$ cat config.mk
export PLATFORM = sky130hd
export DESIGN_NAME = ram_init_sequencer
export DESIGN_NICKNAME = d
export VERILOG_FILES = /design/src/rtl/ram_init_sequencer.sv
export SDC_FILE = /design/constraint.sdc
export NUM_CORES = 1
export LEC_CHECK = 0
export CAP_MARGIN = 10
export CORE_MARGIN = 1
export CORE_UTILIZATION = 30
export CTS_CLUSTER_DIAMETER = 40
export CTS_CLUSTER_SIZE = 25
export DETAILED_ROUTE_END_ITERATION = 10
export DONT_BUFFER_PORTS = 1
export GPL_TIMING_DRIVEN = 0
export PLACE_DENSITY = 0.45
export SLEW_MARGIN = 10
export SYNTH_ARGS = -nofsm -noshare
export SYNTH_HDL_FRONTEND = slang
export SYNTH_SLANG_ARGS = --single-unit
export TNS_END_PERCENT = 10
$ cat constraint.sdc
create_clock -name clk -period 1.9 [get_ports clk]
set_input_delay 0.475 -clock clk [delete_from_list [all_inputs] [get_ports clk]]
set_output_delay 0.475 -clock clk [all_outputs]
set_load 0.02 [all_outputs]
$ cat src/rtl/ram_init_sequencer.sv
`default_nettype none
// ============================================================================
// Module      : ram_init_sequencer
// Description : Sweeps an initial pattern into every RAM entry after reset
//               start, then forwards normal write requests to the same port.
// Revision    : 1.0
// ============================================================================
module ram_init_sequencer #(
    parameter int                NUM_ENTRIES = 64,
    parameter int                DATA_W      = 8,
    parameter int                INIT_MODE   = 0,
    parameter logic [DATA_W-1:0] INIT_VALUE  = '0,
    parameter int                ADDR_W      = $clog2(NUM_ENTRIES)
) (
    input  logic              clk,
    input  logic              rstN,
    input  logic              initStart,
    input  logic              seqActive,
    input  logic              reqWe,
    input  logic [ADDR_W-1:0] reqAddr,
    input  logic [DATA_W-1:0] reqData,
    output logic              reqReady,
    output logic              ramWe,
    output logic [ADDR_W-1:0] ramAddr,
    output logic [DATA_W-1:0] ramData,
    output logic              busy,
    output logic              done,
    output logic              overrun
);

    typedef enum logic [1:0] {
        IDLE  = 2'd0,
        CLEAR = 2'd1,
        DONE  = 2'd2
    } state_t;

    localparam logic [ADDR_W:0] LAST_IDX = (ADDR_W+1)'(NUM_ENTRIES - 1);

    state_t              state_q, state_d;
    logic [ADDR_W:0]     cnt_q, cnt_d;
    logic                ram_we_q, ram_we_d;
    logic [ADDR_W-1:0]   ram_addr_q, ram_addr_d;
    logic [DATA_W-1:0]   ram_data_q, ram_data_d;
    logic                busy_q, busy_d;
    logic                done_q, done_d;
    logic                overrun_q, overrun_d;
    logic                req_ready;

    // Index pattern is the entry index zero-extended or truncated to DATA_W.
    function automatic logic [DATA_W-1:0] sweep_pattern(input logic [ADDR_W-1:0] idx);
        logic [DATA_W+ADDR_W-1:0] wide;
        wide = {{DATA_W{1'b0}}, idx};
        if (INIT_MODE == 0) begin
            return INIT_VALUE;
        end
        return wide[DATA_W-1:0];
    endfunction

    always_comb begin
        state_d    = state_q;
        cnt_d      = cnt_q;
        ram_we_d   = 1'b0;
        ram_addr_d = ram_addr_q;
        ram_data_d = ram_data_q;
        busy_d     = busy_q;
        done_d     = done_q;
        overrun_d  = overrun_q;
        req_ready  = (state_q != CLEAR) && !initStart;

        if (initStart) begin
            state_d    = CLEAR;
            cnt_d      = '0;
            ram_we_d   = 1'b1;
            ram_addr_d = '0;
            ram_data_d = sweep_pattern('0);
            busy_d     = 1'b1;
            done_d     = 1'b0;
            overrun_d  = 1'b0;
        end else begin
            case (state_q)
                CLEAR: begin
                    if (!seqActive) begin
                        overrun_d = 1'b1;
                    end
                    // cnt_q tracks the address currently on the RAM port.
                    if (cnt_q == LAST_IDX) begin
                        state_d = DONE;
                        busy_d  = 1'b0;
                        done_d  = 1'b1;
                    end else begin
                        cnt_d      = cnt_q + 1'b1;
                        ram_we_d   = 1'b1;
                        ram_addr_d = cnt_d[ADDR_W-1:0];
                        ram_data_d = sweep_pattern(cnt_d[ADDR_W-1:0]);
                    end
                end
                default: begin
                    if (reqWe) begin
                        ram_we_d   = 1'b1;
                        ram_addr_d = reqAddr;
                        ram_data_d = reqData;
                    end
                end
            endcase
        end
    end

    always_ff @(posedge clk) begin
        if (!rstN) begin
            state_q    <= IDLE;
            cnt_q      <= '0;
            ram_we_q   <= 1'b0;
            ram_addr_q <= '0;
            ram_data_q <= '0;
            busy_q     <= 1'b0;
            done_q     <= 1'b0;
            overrun_q  <= 1'b0;
        end else begin
            state_q    <= state_d;
            cnt_q      <= cnt_d;
            ram_we_q   <= ram_we_d;
            ram_addr_q <= ram_addr_d;
            ram_data_q <= ram_data_d;
            busy_q     <= busy_d;
            done_q     <= done_d;
            overrun_q  <= overrun_d;
        end
    end

    assign reqReady = req_ready;
    assign ramWe    = ram_we_q;
    assign ramAddr  = ram_addr_q;
    assign ramData  = ram_data_q;
    assign busy     = busy_q;
    assign done     = done_q;
    assign overrun  = overrun_q;

endmodule
`default_nettype wire

After elaboration in Yosys (flattened, before gate mapping). Index checks and enable logic that the tools add are counted.

Bits in registers: 26. Latch bits: 0. Bits in writable memories: 0. ROM bits: 0. Input port bits: 19. Output and inout port bits: 19. Word-level logic and storage cells: 47. Memories: 0.

Add/sub/neg operators: 1. $mul: 0. Div/mod/pow operators: 0. Order comparisons: 0. Equality and inequality tests: 4. Shift-type cells: 0. Muxes and demuxes: 20. Bitwise logic cells: 3. Reductions and logical operators: 11.

Operators by type and width (number): $mux W6 (4); $mux W8 (3); $mux W1 (13); $reduce_and A2 Y1 (5); $add A7 B1 Y7 const B (1); $eq A7 B6 Y1 const B (1); $reduce_bool A2 Y1 (3); $not A1 Y1 (3); $eq A2 B1 Y1 const B (1); $ne A2 B1 Y1 const B (1); $ne A2 B2 Y1 const B (1); $reduce_or A2 Y1 (1); $logic_and A1 B1 Y1 (1); $logic_not A1 Y1 (1).

Depth between registers and ports, before layout. Gate-level depths: netlist (run 1).

Depth in word-level cells: 7. Mapped depth: 6. Depth with buffers taken out: 5.

Least setup slack after synthesis (run 1). No wires, ideal clock.

Kind: reg2out. Start: register state_q[0]. End: output reqReady. Arrival: 1034 ps. Data required time: 1425 ps. Slack: 391 ps. Cell stages (with the launch flop): 4. Path buffers: 1. Path through: dfxtp_1 -> nor2b_1 -> buf_4 -> nor2_1.

Word-level cells in the longest chain between the ends: 2.

Ends and longest elaborated chain: start, declared (line 39) `state_t state_q, state_d;`; start signal, assigned (line 119) `state_q <= state_d;`; $ne A2 B1 Y1 (line 68) `req_ready = (state_q != CLEAR) && !initStart;`; $logic_and A1 B1 Y1 (line 68); end, declared (line 22) `output logic reqReady,`.

No other way between the ends.

==> results, run 1 <==
- The run finished with clean final reports.
- In this run the power spent charging and discharging nets is 263 uW.
- The area of the core region is 3720 um^2.
- For this run, design rule violations remaining after detail routing come to 0.
- The worst voltage drop across the vdd grid is ~0.53 mV.
- For this run, the register share of the synthesized area comes to 0.422.
- The register bit count reported by yosys is 25.
- The per-cell routed wire length is approximately 15 um.
- For this run, the slowest stage of the critical path takes 0.57 ns.
- The most used flip-flop cell after synthesis is sky130_fd_sc_hd__dfxtp_1.
- The path depth of the worst reg2reg path is 5.
- The portion of total power attributed to the clock network is 0.329.
- In this run the cell area of the synthesized design comes to between 1000 and 1500 um^2.
- The number of cell rows is 22.
- The power per standard cell area is between 700 and 800 nW/um^2.
- Setup repair after global routing left no endpoint under its margin.
- The smallest clock period supported by the final layout is computed as ~1.8 ns.
- In this run the worst path has a maximum fanout of 8.
- The initial antenna violation count is 0.
- The pre-antenna-repair detailed-routing pass consisted of 3 iterations.
- The clock sink total is 25.
- The routed via count divided by cell count is 5.09.
- The routed design has approximately 2700 um of wire.
- The number of antenna diodes is 0.
- The reg-to-reg critical path endpoint is cnt_q[1].
- The area added between synthesis and finish is 9.50%.
- For this block, the initial DRC count from the detailed router was 53.
- TritonCTS built the clock tree.
- In this run, CTS created clock tree buffers numbering 3.
- The number of nets handed over by synthesis was 151.
- From left edge to right edge, the die measures between 60 and 70 um.
- Internal power comes to approximately 720 uW.
- In this run the tightest slew margin relative to its limit is 0.664.
- The vertical extent of the die is around 65 um.
- The port buffer count is 0.
- The worst setup path is captured at an output pin.
- The switching part of the total power is 0.266.
- The leakage power total is between 0.0004 and 0.0005 uW.
- Detailed routing inserted a total of approximately 930 vias.
- The distinct cell type count after synthesis is between 40 and 50.
- The filler cell count is 409.
- The reg-to-reg critical path startpoint is cnt_q[0].
- The Yosys step of the flow raised 0 warnings.
- The family with the most delay on the worst path is flip-flops.
- Counting both buffers and inverters, the worst setup path holds a total of 1.
- Counting flops with a built-in enable in the synthesized netlist gives 0.
- Clock skew on the completed layout was measured at 0.00876 ns.
- The die outline area is 4200 um^2.
- The final cell count without fillers is between 150 and 200.
- The worst hold path begins at reqData[7].
- The share of power burned in registers is 0.577.
- STA puts the critical path data arrival time at ~1.3 ns.
- The combinational fraction of design power is 0.094.
- The endpoint required time on the critical path is 1.42 ns.
- The final clock period utilization by the worst path is 0.943.
- The final net count is ~160.
- The number of max-slew violations in the final report is 0.
- In the final layout, flip-flops and latches occupy roughly 500 um^2.
- Setup violations remaining at the end of the flow were counted as 0.
- Summing all multi-input logic gate instances after layout gives 637 um^2.
- The path with the worst hold slack has its endpoint at ramData[7].
- The effective utilization at floorplan is 0.319.
- For this run, the total global-route usage over all layers was measured as 0.140.
- The hold violation total from the final report was 0.
- The placer's final routability congestion estimate is around 0.75.
- Entering global routing, the biggest net connects 16 pins.
- The clock latency on the worst-skew pair is around 0.27 ns.
- Summed over all failing endpoints, the final setup total negative slack is 0 ns.
- The worst setup path is launched from a register.
- For this run the aggregate overflow at the end of global routing stands at 0.
- After detailed placement, the design holds a cell count of approximately 180.
- The clock root buffer master is sky130_fd_sc_hd__clkbuf_8.
- The number of setup buffers added after CTS is 0.
- The synthesized area divided by synthesized cell count is approximately 9 um^2.
- Once detailed placement completed, the half-perimeter wirelength came to between 2000 and 2500 um.
- The clock tree buffer depth is 2.
- The first global-routing pass estimated 4450 um of wire.
- The overall power is 987 uW.
- The worst-margin pin slew is 0.503 ns.
- Among all stages on the critical path, the largest delay is contributed by sky130_fd_sc_hd__dfxtp_1.
- The path class of the lowest-slack min-delay path is input port to register.
- After technology mapping, the gate count stands at around 130.
- The classification of the worst setup path is register to output pin.
- Of the cells placed in the final design, the portion with a size suffix greater than 1 is 0.200.
- After clock tree synthesis, the clock-pin slew on the worst setup and hold paths is 0.09 ns.
- The tool flagged a number of max-cap violations equal to 0.
- The signal on the critical path passes through nor2b_1 > buf_4 > nor2_2.
- The worst hold path was traced through 2 stages.
- In this run the number of H-tree levels came out at 1.
- The number of global-route vias before repair came to around 930.
- The setup slack of the worst register-to-register path is roughly 0.27 ns.
- The fraction of synthesis flops using an asynchronous set or reset pin is 0.
- The fmax is ~0.56 GHz.
- The residual antenna-violating net count after detailed routing is 0.
- During I/O placement, the number of pins put on the boundary was 38.
state kept, by name, summed over array words and instances, names as in the netlist:
register  flops
done          1
ramData       8
ramWe         1
overrun       1
ramAddr       6
state_q       1
cnt_q         7
layer usage:
metal,vias to the layer above,global-route usage,share of wire
met5,-,0,0
li1,468,-,-
met4,0,0.0528,0.0085
met3,2,0.0511,0.071
met1,432,0.169,0.47
met2,29,0.225,0.45
synthesized netlist by cell type (2+ instances only):
cell type | number | area share
sky130_fd_sc_hd__o21ai_1 | 3 | 0.013
sky130_fd_sc_hd__dfxtp_1 | 25 | 0.42
sky130_fd_sc_hd__nand2_1 | 13 | 0.041
sky130_fd_sc_hd__o21ai_0 | 3 | 0.013
sky130_fd_sc_hd__buf_4 | 2 | 0.013
sky130_fd_sc_hd__or3_1 | 3 | 0.016
sky130_fd_sc_hd__nand3b_1 | 2 | 0.013
sky130_fd_sc_hd__a21oi_2 | 2 | 0.015
sky130_fd_sc_hd__o221ai_1 | 2 | 0.015
sky130_fd_sc_hd__inv_1 | 3 | 0.0095
sky130_fd_sc_hd__nor2_1 | 12 | 0.038
sky130_fd_sc_hd__xor2_1 | 5 | 0.037
sky130_fd_sc_hd__buf_1 | 2 | 0.0063
sky130_fd_sc_hd__o21ai_2 | 7 | 0.052
sky130_fd_sc_hd__nor2b_1 | 2 | 0.011
sky130_fd_sc_hd__a21oi_1 | 14 | 0.059
sky130_fd_sc_hd__o211ai_1 | 4 | 0.025
sky130_fd_sc_hd__mux2i_1 | 2 | 0.017
cell usage in the layout, fill, tap and decap left out, types with 3 or more instances in the layout:
cell / count
sky130_fd_sc_hd__xor2_1: 5
sky130_fd_sc_hd__o21ai_2: 7
sky130_fd_sc_hd__o21ai_0: 3
sky130_fd_sc_hd__nor2_1: 11
sky130_fd_sc_hd__or3_1: 3
sky130_fd_sc_hd__nand2_1: 13
sky130_fd_sc_hd__o21ai_1: 3
sky130_fd_sc_hd__o211ai_1: 4
sky130_fd_sc_hd__a21oi_1: 14
sky130_fd_sc_hd__clkbuf_8: 3
sky130_fd_sc_hd__inv_1: 3
sky130_fd_sc_hd__dfxtp_1: 24
kinds of logic (layout without fill, tap and decap cells):
group,Yosys count,in the layout,share of synthesized area
XOR/XNOR,6,6,0.0444
flip-flops,25,25,0.422
multiplexers,2,2,0.0169
buffers and inverters,9,13,0.0422
adder cells (fa/ha/maj),1,1,0.0106
AO/OA/AOI/OAI,41,41,0.238
AND/OR/NAND/NOR,47,47,0.226
area by class of cell:
class                   count  area share
flip-flops and latches     25       0.387
clock inverters             1     0.00579
plain buffers               6      0.0299
clock buffers               3      0.0318
inverters                   3     0.00868
multi-input cells          97       0.491
well taps                  48      0.0463
per-stage QoR:
| stage | utilization | setup slack, ns | hold WS, ns | instance area, um^2 |
|---|---|---|---|---|
| 5_1_grt | 0.349 | 0.0199 | 0.318 | 1300 |
| 4_1_cts | 0.349 | 0.0790 | 0.316 | 1300 |
| 6_report | 0.349 | 0.108 | 0.324 | 1300 |
| 3_5_place_dp | 0.335 | 0.243 | 0.443 | 1240 |
| 3_3_place_gp | 0.335 | 0.243 | 0.441 | 1240 |
| 2_1_floorplan | - | 0.391 | 0.430 | 1180 |
worst max path at each step:
stage / start / endpoint / slack (ns) / cells past startpoint
3_3_place_gp: state_q[0] / ramAddr[5] / 0.24 / 5
3_5_place_dp: state_q[0] / ramData[0] / 0.24 / 5
2_1_floorplan: state_q[0] / reqReady / 0.39 / 3
5_1_grt: done / reqReady / 0.02 / 3
6_report: done / reqReady / 0.11 / 3
4_1_cts: state_q[0] / reqReady / 0.08 / 3
what timing repair did:
item                                   CTS  global route
setup endpoints to repair                1             1
hold buffers                             0             0
gates cloned                             0             0
resized for setup                        1             1
endpoints found under the hold margin    0             0
power by group through the flow:
stage                     Combinational [uW]  Sequential, uW  Clock [uW]
final                                   92.4             570         325
after global routing                     106             572         372
after CTS                               94.7             570         344
after detailed placement                94.1             582           0
after global placement                  92.8             582           0
after floorplan                         74.6             578           0
worst reg2reg max path, cell delays in order (launching register included):
cell and delay (ns):
sky130_fd_sc_hd__dfxtp_1 0.40, sky130_fd_sc_hd__ha_1 0.28, sky130_fd_sc_hd__nand3_2 0.21, sky130_fd_sc_hd__o21ai_2 0.34, sky130_fd_sc_hd__mux2i_1 0.22, sky130_fd_sc_hd__nor2_1 0.05
Note: power is estimated with default switching activity, not from simulation.
==> run 2, diff against run 1 <==
Settings changed: CTS_CLUSTER_SIZE 25 to 30.
==> results of run 2 <==
No change in the layout: final DEF, timing and power equal those of run 1.
==> run 3, diff against run 2 <==
Settings changed: ABC_AREA set to 1, SLEW_MARGIN 10 to not set.
==> run 3 against run 2 <==
Worst setup slack got worse by 0.023 ns. Worst hold slack improved by 0.0075 ns. Die area shrank 4.5%. Via count grew 3.2%. Sequential power is essentially flat. Clock power down 3%. Combinational power grew 16%. Count of clock-buffer cells in the layout grew 1. Critical path depth is 1 higher. Sequential share of layout area up 1.9 points. Sequential cell count did not move. Critical path type unchanged.
==> results, run 3 <==
- The flow ran to the end, and the final reports show no timing, DRC or antenna violations.
- The number of maximum-capacitance constraint violations is 0 (unchanged).
- The residual antenna-violating net count after detailed routing came to 0 (unchanged).
- The clock tree buffer depth is 2 (unchanged).
- The number of optimization iterations in the first detailed-route pass is 4 (+1).
- The worst-margin pin slew is 0.624 ns (+0.121 ns).
- sky130_fd_sc_hd__nand2_1 is the most common cell in the netlist.
- The net count after synthesis came to 178 (+18%).
- The total number of vias is 961 (+3.2%).
- The number of flip-flops in the largest register is 8 (unchanged).
- The largest net degree at the start of global routing is 14 (-2).
- The setup slack of the worst register-to-register path is 0.39 ns (+0.12 ns).
- The number of antenna diodes is 0 (unchanged).
- The primary flip-flop cell chosen by synthesis mapping is sky130_fd_sc_hd__dfxtp_1.
- The cts-stage hold buffer count is 0 (unchanged).
- The endpoint required time on the critical path is 1.42 ns (about the same).
- The share of cells above drive strength 1 is 0.136 (-0.0642).
- The hold-critical path depth was 2 (unchanged).
- The clock sink total is 25 (unchanged).
- The number of design rule violations left after detail routing is 0 (unchanged).
- The met3 track utilization from global routing is 0.0362 (-0.0148).
- The startpoint identified for the worst register-to-register timing path is cnt_q[0].
- The total number of yosys warnings was 0 (unchanged).
- The combinational fraction of design power was 0.107 (+0.013).
- The number of max-slew violations in the final report is 0 (unchanged).
- The signal arrival time at the worst endpoint is 1.34 ns (+0.02 ns).
- The number of flops mapped to enable cells by yosys is 0 (unchanged).
- The half-perimeter wire length after placement is 1900 um (-7.7%).
- The library cells used most frequently in the layout, excluding fill and tap cells, are 44 x sky130_fd_sc_hd__nand2_1, 25 x sky130_fd_sc_hd__dfxtp_1, 20 x sky130_fd_sc_hd__nor2_1.
- The post-synthesis cell count is 158 (+21%).
- The aggregate global-route resource usage is 0.136 (-0.00410).
- The post-cts repair resize count came to 0 (-1).
- The clock latency on the worst-skew pair is 0.27 ns (about the same).
- The number of cell rows came to 21 (-4.5%).
- The worst voltage drop across the vdd grid is 0.291 mV (-45%).
- The clock tree from TritonCTS is done.
- The top-area cell type share of the netlist area is 0.443 (+0.0206).
- Tracing the worst setup path back leads to its startpoint at done.
- The met2 track utilization from global routing is 0.239 (+0.0141).
- The tightest slew margin relative to the limit is 0.584 (-0.0800).
- The total internal power was 726 uW (+0.24%).
- The post-CTS setup-driven buffer insertion count came to 0 (unchanged).
- The initial antenna violation count is 0 (unchanged).
- Sorting the synthesized cells by area gives the leading types as sky130_fd_sc_hd__dfxtp_1 44%, sky130_fd_sc_hd__nand2_1 15%, sky130_fd_sc_hd__nor2_1 6.6%, sky130_fd_sc_hd__inv_1 5.3%, sky130_fd_sc_hd__o21ai_0 4.9%.
- The vertical extent of the die is 63.4 um (-2.3%).
- The path class of the lowest-slack min-delay path is input port to register.
- The distinct cell type count after synthesis is 20 (-53%).
- The die outline area is 4020 um^2 (-4.5%).
- The area after detailed placement is 1190 um^2 (-4.6%).
- The number of setup violations in the final report is 0 (unchanged).
- The number of global-route vias before repair is 968 (+4.2%).
- Counting instances in the post-synthesis netlist gives the leading cell types as 44 x sky130_fd_sc_hd__nand2_1, 25 x sky130_fd_sc_hd__dfxtp_1, 20 x sky130_fd_sc_hd__nor2_1.
- The fraction of synthesis flops using an asynchronous set or reset pin is 0 (unchanged).
- The first-pass GRT wire length is 4310 um (-3.3%).
- The final net count is 183 (+17%).
- The switching part of the total power is 0.269 (+0.00275).
- The detailed-route wire length came to 2490 um (-7.7%).
- The violation count after the first detailed-routing iteration is 37 (-30%).
- The routed via count divided by cell count is 4.62 (-9.2%).
- The worst setup path is launched from a register.
- The synthesized area divided by synthesized cell count is 7.15 um^2 (-21%).
- The kind of end point of the critical path is an output pin.
- The portion of total power attributed to the clock network is 0.316 (-0.013).
- The global routing stage identified its most utilized layer as met2.
- The destination of the worst hold path is state_q[0].
- The total negative slack for setup checks is 0 ns (unchanged).
- The leakage power total is 0.000519 uW (+17%).
- The cell area after synthesis is 1130 um^2 (-4.6%).
- The placer's final routability congestion estimate is 0.772 (+2.5%).
- The die width is 63.4 um (-2.3%).
- The maximum fanout encountered on the critical timing path was 8 (unchanged).
- The effective utilization at floorplan was 0.326 (+0.00690).
- The library cell with the largest summed area after synthesis is sky130_fd_sc_hd__dfxtp_1.
- The met1 capacity usage during global routing was 0.159 (-0.0103).
- The sequential fraction of the synthesis area was 0.443 (+0.0206).
- The post-route clock skew is 0.00231 ns (-0.00644 ns).
- Setup repair after global routing left no endpoint under its margin.
- The per-cell routed wire length came to 12.0 um (-19%).
- The area growth from synthesis to layout is 9.08%.
- The time the final worst path needs with I/O delays and setup is 1.81 ns (+0.0229 ns).
- The final clock period utilization by the worst path is 0.955 (+0.0121).
- The deepest level of the CTS H-tree is 1 (unchanged).
- The number of ports placed on the die boundary was 38 (unchanged).
- The commonest non-fill, non-tap cell in the layout is sky130_fd_sc_hd__nand2_1.
- The hold violation total from the final report is 0 (unchanged).
- The register bit count reported by yosys was 25 (unchanged).
- The fmax is 0.551 GHz (-1.3%).
- The number of buffers inserted during clock tree synthesis was 3 (unchanged).
- The switching power total is 267 uW (+1.7%).
- Clock tree synthesis selected as its root buffer the cell sky130_fd_sc_hd__clkbuf_8.
- The path depth of the worst reg2reg path is 8 (+3).
- The aggregate global routing overflow is 0 (unchanged).
- The worst register-to-register path ends at ramAddr[3].
- The clock-pin slew on the worst setup and hold paths was 0.08 ns (about the same).
- The final design area excluding fillers is 1230 um^2 (-5.0%).
- The startpoint of the most critical hold path is initStart.
- The area of the core region is 3470 um^2 (-6.7%).
- The share of power burned in registers was 0.577 (about the same).
- The classification of the worst setup path is register to output pin.
- The power per standard cell area came to 806 nW/um^2 (+5.9%).
- The port buffer count is 0 (unchanged).
run 3: stage by stage:
stage	utilization	total power, uW	instances	setup WS (ns)	hold WS [ns]
floorplan	-	667	158	0.457	0.465
global placement	0.342	692	204	0.363	0.489
detailed placement	0.342	694	204	0.364	0.494
CTS	0.355	1010	208	0.0585	0.325
global route	0.355	1060	208	0.00660	0.325
finish	0.355	993	208	0.0850	0.332
run 3: final cells by class:
| cell class | count | area [um^2] |
|---|---|---|
| Tap cell | 46 | 57.6 |
| Buffer | 5 | 31.3 |
| Sequential cell | 25 | 500 |
| Clock buffer | 4 | 45.0 |
| Inverter | 18 | 67.6 |
| Multi-Input combinational cell | 110 | 531 |
| Fill cell | 399 | 2240 |
run 3: power groups by stage:
stage | registers (uW) | logic, uW | clock network (uW)
4_1_cts | 573 | 108 | 328
6_report | 573 | 107 | 314
3_3_place_gp | 585 | 106 | 0
2_1_floorplan | 582 | 85.3 | 0
5_1_grt | 576 | 124 | 356
3_5_place_dp | 585 | 108 | 0
run 3: cells by family (layout without fill, tap and decap cells):
| family | count (synthesis) | count (layout) | synth area share |
|---|---|---|---|
| flops | 25 | 25 | 0.443 |
| fa+ha+maj | 1 | 1 | 0.0111 |
| buf+inv | 23 | 27 | 0.0875 |
| compound gates | 30 | 30 | 0.166 |
| simple gates | 79 | 79 | 0.292 |
run 3: worst max path at each step:
stage / endpoint / slack (ns) / cells after the start
after floorplan: reqReady / 0.46 / 4
after global placement: reqReady / 0.36 / 4
after detailed placement: reqReady / 0.36 / 4
after CTS: reqReady / 0.06 / 4
after global routing: reqReady / 0.007 / 4
final: reqReady / 0.09 / 4
run 3: critical path, stage by stage (launching register included):
cell and delay (ns):
sky130_fd_sc_hd__dfxtp_1 0.45, sky130_fd_sc_hd__inv_1 0.08, sky130_fd_sc_hd__nand2_1 0.11, sky130_fd_sc_hd__inv_2 0.11, sky130_fd_sc_hd__nor2_1 0.32
run 3: per-layer routing:
layer,routed length (um),vias to the layer above
met1,1120,438
li1,-,501
met5,0,-
met3,113,4
met4,34,0
met2,1230,18
